--- src/rtl/mem_addr_seq_if.sv ---
// rtl/mem_addr_seq_if.sv - control/memory-side bundle for the memory address sequencer
// Ports (master = control unit side, slave = sequencer):
//   start, sel, word_mode, src_flat, hold : request, source select, access size, packed sources, memory wait
//   addr, addr_valid, busy, done, err     : beat address, beat live, burst active, last beat accepted, request rejected
interface mem_addr_seq_if #(
    parameter int DATA_W  = 32,
    parameter int ADDR_W  = 8,
    parameter int NUM_SRC = 4,
    parameter int SEL_W   = 2
);
    logic                      start;
    logic [SEL_W-1:0]          sel;
    logic                      word_mode;
    logic [NUM_SRC*DATA_W-1:0] src_flat;
    logic                      hold;
    logic [ADDR_W-1:0]         addr;
    logic                      addr_valid;
    logic                      busy;
    logic                      done;
    logic                      err;

    modport master (
        output start, sel, word_mode, src_flat, hold,
        input  addr, addr_valid, busy, done, err
    );

    modport slave (
        input  start, sel, word_mode, src_flat, hold,
        output addr, addr_valid, busy, done, err
    );
endinterface

--- src/rtl/mem_addr_seq.sv ---
// rtl/mem_addr_seq.sv - source-select memory address mux with byte-beat burst sequencing
// Ports:
//   clk   : clock, all state on rising edge
//   reset : asynchronous active-high reset, abandons any burst
//   bus   : mem_addr_seq_if.slave (start/sel/word_mode/src_flat/hold in; addr/addr_valid/busy/done/err out)
module mem_addr_seq #(
    parameter int DATA_W  = 32,
    parameter int ADDR_W  = 8,
    parameter int NUM_SRC = 4,
    parameter int SEL_W   = 2,
    parameter int BEATS   = 4
) (
    input  logic          clk,
    input  logic          reset,
    mem_addr_seq_if.slave bus
);
    localparam int LOG_B = $clog2(BEATS);

    typedef enum logic {IDLE, ISSUE} state_t;

    state_t            state;
    state_t            state_nxt;
    logic [ADDR_W-1:0] addr_q;
    logic [LOG_B-1:0]  cnt_q;
    logic [LOG_B-1:0]  last_q;
    logic              err_q;

    logic [ADDR_W-1:0] base;
    logic              sel_ok;
    logic              misaligned;
    logic              req_ok;
    logic              req_bad;
    logic              last_beat;
    logic              accept;

    // Source mux; an out-of-range select yields zero and is rejected below.
    always_comb begin
        base = '0;
        for (int i = 0; i < NUM_SRC; i++) begin
            if (int'(bus.sel) == i) begin
                base = bus.src_flat[i*DATA_W +: ADDR_W];
            end
        end
    end

    assign sel_ok     = int'(bus.sel) < NUM_SRC;
    // An aligned word base guarantees base+BEATS-1 never wraps the address space.
    assign misaligned = bus.word_mode && (base[LOG_B-1:0] != '0);
    assign req_ok     = (state == IDLE) && bus.start && sel_ok && !misaligned;
    assign req_bad    = (state == IDLE) && bus.start && !(sel_ok && !misaligned);
    assign last_beat  = (cnt_q == last_q);
    assign accept     = (state == ISSUE) && !bus.hold;

    // State register
    always_ff @(posedge clk or posedge reset) begin
        if (reset) begin
            state <= IDLE;
        end else begin
            state <= state_nxt;
        end
    end

    // Next-state logic
    always_comb begin
        state_nxt = state;
        case (state)
            IDLE:    if (req_ok) state_nxt = ISSUE;
            ISSUE:   if (accept && last_beat) state_nxt = IDLE;
            default: state_nxt = IDLE;
        endcase
    end

    // Outputs: addr/err registered, the rest decoded from state; done also
    // needs hold because a held last beat has not been accepted yet.
    always_comb begin
        bus.addr       = addr_q;
        bus.addr_valid = (state == ISSUE);
        bus.busy       = (state == ISSUE);
        bus.done       = accept && last_beat;
        bus.err        = err_q;
    end

    // Address / beat datapath
    always_ff @(posedge clk or posedge reset) begin
        if (reset) begin
            addr_q <= '0;
            cnt_q  <= '0;
            last_q <= '0;
            err_q  <= 1'b0;
        end else begin
            err_q <= req_bad;
            if (req_ok) begin
                addr_q <= base;
                cnt_q  <= '0;
                last_q <= bus.word_mode ? LOG_B'(BEATS - 1) : '0;
            end else if (accept && !last_beat) begin
                addr_q <= addr_q + 1'b1;
                cnt_q  <= cnt_q + 1'b1;
            end
        end
    end
endmodule
--- src/flat_wrapper.sv ---
// flat-port wrapper written by rule: the top's interface ports become plain ports
module mem_addr_seq_flat 
#(
    parameter int DATA_W  = 32,
    parameter int ADDR_W  = 8,
    parameter int NUM_SRC = 4,
    parameter int SEL_W   = 2,
    parameter int BEATS   = 4
)
  (clk, reset, bus_start, bus_sel, bus_word_mode, bus_src_flat, bus_hold, bus_addr, bus_addr_valid, bus_busy, bus_done, bus_err);
  mem_addr_seq_if #(.DATA_W(DATA_W), .ADDR_W(ADDR_W), .NUM_SRC(NUM_SRC), .SEL_W(SEL_W)) bus_i ();
  input  logic clk;
  input  logic reset;
  input wire logic [$bits(bus_i.start)-1:0] bus_start;
  input wire logic [$bits(bus_i.sel)-1:0] bus_sel;
  input wire logic [$bits(bus_i.word_mode)-1:0] bus_word_mode;
  input wire logic [$bits(bus_i.src_flat)-1:0] bus_src_flat;
  input wire logic [$bits(bus_i.hold)-1:0] bus_hold;
  output wire logic [$bits(bus_i.addr)-1:0] bus_addr;
  output wire logic [$bits(bus_i.addr_valid)-1:0] bus_addr_valid;
  output wire logic [$bits(bus_i.busy)-1:0] bus_busy;
  output wire logic [$bits(bus_i.done)-1:0] bus_done;
  output wire logic [$bits(bus_i.err)-1:0] bus_err;
  assign bus_i.start = bus_start;
  assign bus_i.sel = bus_sel;
  assign bus_i.word_mode = bus_word_mode;
  assign bus_i.src_flat = bus_src_flat;
  assign bus_i.hold = bus_hold;
  assign bus_addr = bus_i.addr;
  assign bus_addr_valid = bus_i.addr_valid;
  assign bus_busy = bus_i.busy;
  assign bus_done = bus_i.done;
  assign bus_err = bus_i.err;
  mem_addr_seq #(.DATA_W(DATA_W), .ADDR_W(ADDR_W), .NUM_SRC(NUM_SRC), .SEL_W(SEL_W), .BEATS(BEATS)) u_core (.clk(clk), .reset(reset), .bus(bus_i));
endmodule
--- config.mk ---
export PLATFORM = sky130hd
export DESIGN_NAME = mem_addr_seq_flat
export DESIGN_NICKNAME = d
export VERILOG_FILES = /design/src/rtl/mem_addr_seq_if.sv /design/src/rtl/mem_addr_seq.sv /design/src/flat_wrapper.sv
export SDC_FILE = /design/constraint.sdc
export NUM_CORES = 1
export LEC_CHECK = 0
export ABC_AREA = 1
export CORE_ASPECT_RATIO = 1.5
export CORE_MARGIN = 5
export CORE_UTILIZATION = 27
export DETAILED_ROUTE_END_ITERATION = 7
export HOLD_SLACK_MARGIN = 0.05
export PLACE_DENSITY = 0.83
export SLEW_MARGIN = 20
export SYNTH_ARGS = -nofsm -noshare
export SYNTH_HDL_FRONTEND = slang
export SYNTH_SLANG_ARGS = --single-unit
--- constraint.sdc ---
create_clock -name clk -period 2.62 [get_ports clk]
set_clock_uncertainty 0.05 [all_clocks]
set_input_delay 0.524 -clock clk [delete_from_list [all_inputs] [get_ports clk]]
set_output_delay 0.524 -clock clk [all_outputs]
set_load 0.1 [all_outputs]
==> qor.yml <==
status: "finished, final reports clean"
timing.reg2reg.worst_path_depth: 10
core_sq_um: 3920
io_pins: 147
viasPerCell: 4.53
clkTransAtPathRegs_ns: 0.06
synth-edff-count: 0
area_growth_pct: 52.4
cts.path.max_buffers: 2
initial_core_util_pct: 27.6
synth_top_flop_cell: "dfrtp_1"
drt-wirelength-per-cell_um: 10.7
yosysSeqAreaShare_pct: 30.0
power.density_nw_per_um2: 1080
instances_no_fill: 256
fin_nets: 348
htreeDepth: 1
die_h_um: 87.6
tightestPinTransition_ns: 0.512
num_vias: 1159
ys_ff_latch: 13
postSynth.asyncResetShare_pct: 100
routabilityCongestion: 0.795
critPathRequiredTime_ns: 2.71
hold_path.class: "reg -> reg"
tritoncts: "done"
drive_gt1_share_pct: 18.0
p_leak_uw: 0.000800
register_area_sq_um: 325
place_inst: 252
hold_depth: 2
slew_violations: 0
multi_input_area_sq_um: 656
antennaDiodeCount: 0
numPortBuffers: 50
worstHoldEndpoint: "u_core.bus.addr[7]"
ant_nets: 0
critPathMaxFanout: 13
dieArea_sq_um: 5410
fin_crit_sh_pct: 80.7
die_x_um: 61.7
end_kind: "register"
min_period_ns: 2.11
regToRegSetupSlack_ns: 1.10
cts_buffers: 3
finalSetupTns_ns: 0
wl_um: 2750
worst_slack_ns: 0.506
timing.fmax_mhz: 473
grt.total_usage_pct: 10.8
hold_violations: 0
setup_viol: 0
synth_warnings: 0
grt_max_degree: 14
worstSetupPathType: "in -> reg"
avgSynthCellArea_sq_um: 6.81
synth_cell_type_count: 26
antenna_found_initial: 0
start_kind: "input pin"
ir_drop_uv: 851
dp_hpwl_um: 2310
cts_hold_buf: 0
synth_nets: 295
holdCritStartpoint: "u_core.bus.addr[7]"
rsz0062_at_grt: "false"
synth_area_sq_um: 1080
drtIter0Drc: 35
r2r-end: "u_core.bus.addr[7]"
dp_worst_setup_slack_ns: 0.210
cts_resized: 0
crit_arrival_ns: 2.21
r2r-start: "u_core.bus.addr_valid"
mostFrequentLayoutCells: "57 x nand2_1, 38 x clkdlybuf4s50_1, 18 x inv_1, 13 x nand3_1, 13 x dfrtp_1"
dr.pass1.iters: 4
drc: 0
relSlewSlack_pct: 65.8
p_total_uw: 1780
overflow: 0
nFillCells: 409
grt_pass1_vias: 1089
grt_pass1_wl_um: 4520
cts_setup_buffers: 0
clk_latency_ns: 0.25
layout_commonest_cell: "nand2_1"
cts-root-buf: "clkbuf_8"
syn_inst: 159
core.rowCount: 28
cts_sinks: 13
maxCapViolCount: 0
==> cell usage after synthesis, types with 2 or more instances <==
library cell | count | area, sq um
nor2_4 | 3 | 33.8
a21oi_1 | 3 | 15.0
nand4_1 | 6 | 37.5
nand2_4 | 2 | 22.5
nand3_2 | 7 | 70.1
nor2_1 | 10 | 37.5
nor2_2 | 3 | 18.8
inv_1 | 18 | 67.6
inv_2 | 4 | 15.0
dfrtp_1 | 13 | 325
nand3_1 | 13 | 65.1
xor2_1 | 3 | 26.3
o21ai_0 | 2 | 10.0
nand2_1 | 57 | 214
o21ai_1 | 4 | 20.0
==> per-layer routing <==
| layer | vias up | routed length, um | GRT usage (%) |
|---|---|---|---|
| li1 | 605 | - | - |
| met4 | 0 | 63 | 5.21 |
| met2 | 52 | 1310 | 18.3 |
| met3 | 5 | 287 | 1.92 |
| met1 | 497 | 1090 | 12.8 |
| met5 | - | 0 | 0 |
==> report_power, final <==
| group | leakage (uW) | total, uW | switching (uW) | internal [uW] |
|---|---|---|---|---|
| Sequential | 0.000161 | 408 | 117 | 291 |
| Combinational | 0.000616 | 1190 | 855 | 335 |
| Clock | 0.0000228 | 181 | 73.8 | 108 |
==> area by class of cell <==
type / instances / share of cell area [%]
Sequential cell: 13 / 19.7
Multi-Input combinational cell: 121 / 39.7
Inverter: 23 / 5.23
Tap cell: 45 / 3.41
Clock buffer: 4 / 2.73
Timing Repair Buffer: 50 / 29.2
==> kinds of logic after synthesis <==
logic type | after synthesis | share of synthesized area (%)
and+or+nand+nor | 103 | 47.2
buffers and inverters | 25 | 10.5
AOI/OAI and AO/OA | 13 | 7.85
DFF | 13 | 30.0
xor gates and xnor gates | 4 | 3.23
adders and majority gates | 1 | 1.15
==> how the worst max path moves through the flow <==
stage / start / slack [ns] / depth (start not counted) / end
after floorplan: u_core.bus.addr_valid / 0.24 / 4 / bus_done
after global placement: bus_sel[1] / 0.24 / 11 / u_core.bus.addr[4]
after detailed placement: bus_sel[1] / 0.21 / 11 / u_core.bus.addr[4]
after CTS: bus_sel[1] / 0.47 / 11 / u_core.bus.addr[4]
after global routing: bus_sel[1] / 0.28 / 11 / u_core.bus.addr[4]
final: bus_sel[1] / 0.51 / 11 / u_core.bus.addr[4]
==> registers in the layout, summed over array words and instances (netlist names) <==
signal	flops
u_core.bus.addr	8
u_core.bus.addr_valid	1
u_core.bus.err	1
u_core.cnt_q	2
u_core.last_q	1
==> per-stage QoR <==
step / instance area (sq um) / hold WS, ns / utilization [%]
after detailed placement: 1610 / 0.511 / 40.9
after global placement: 1610 / 0.501 / 40.9
after CTS: 1650 / 0.525 / 42.1
final: 1650 / 0.518 / 42.1
after global routing: 1650 / 0.557 / 42.1
after floorplan: 1090 / 0.351 / -
==> critical path, stage by stage <==
cell and delay, ns:
clkdlybuf4s50_1 0.54, nor2_2 0.34, nand2_1 0.09, nand3_1 0.09, nand2_1 0.08, nand2_2 0.09
nand2_4 0.08, nand2_4 0.19, nand2_1 0.07, nand2_1 0.06, nand2_1 0.04
Power figures use the tool's default switching activity.
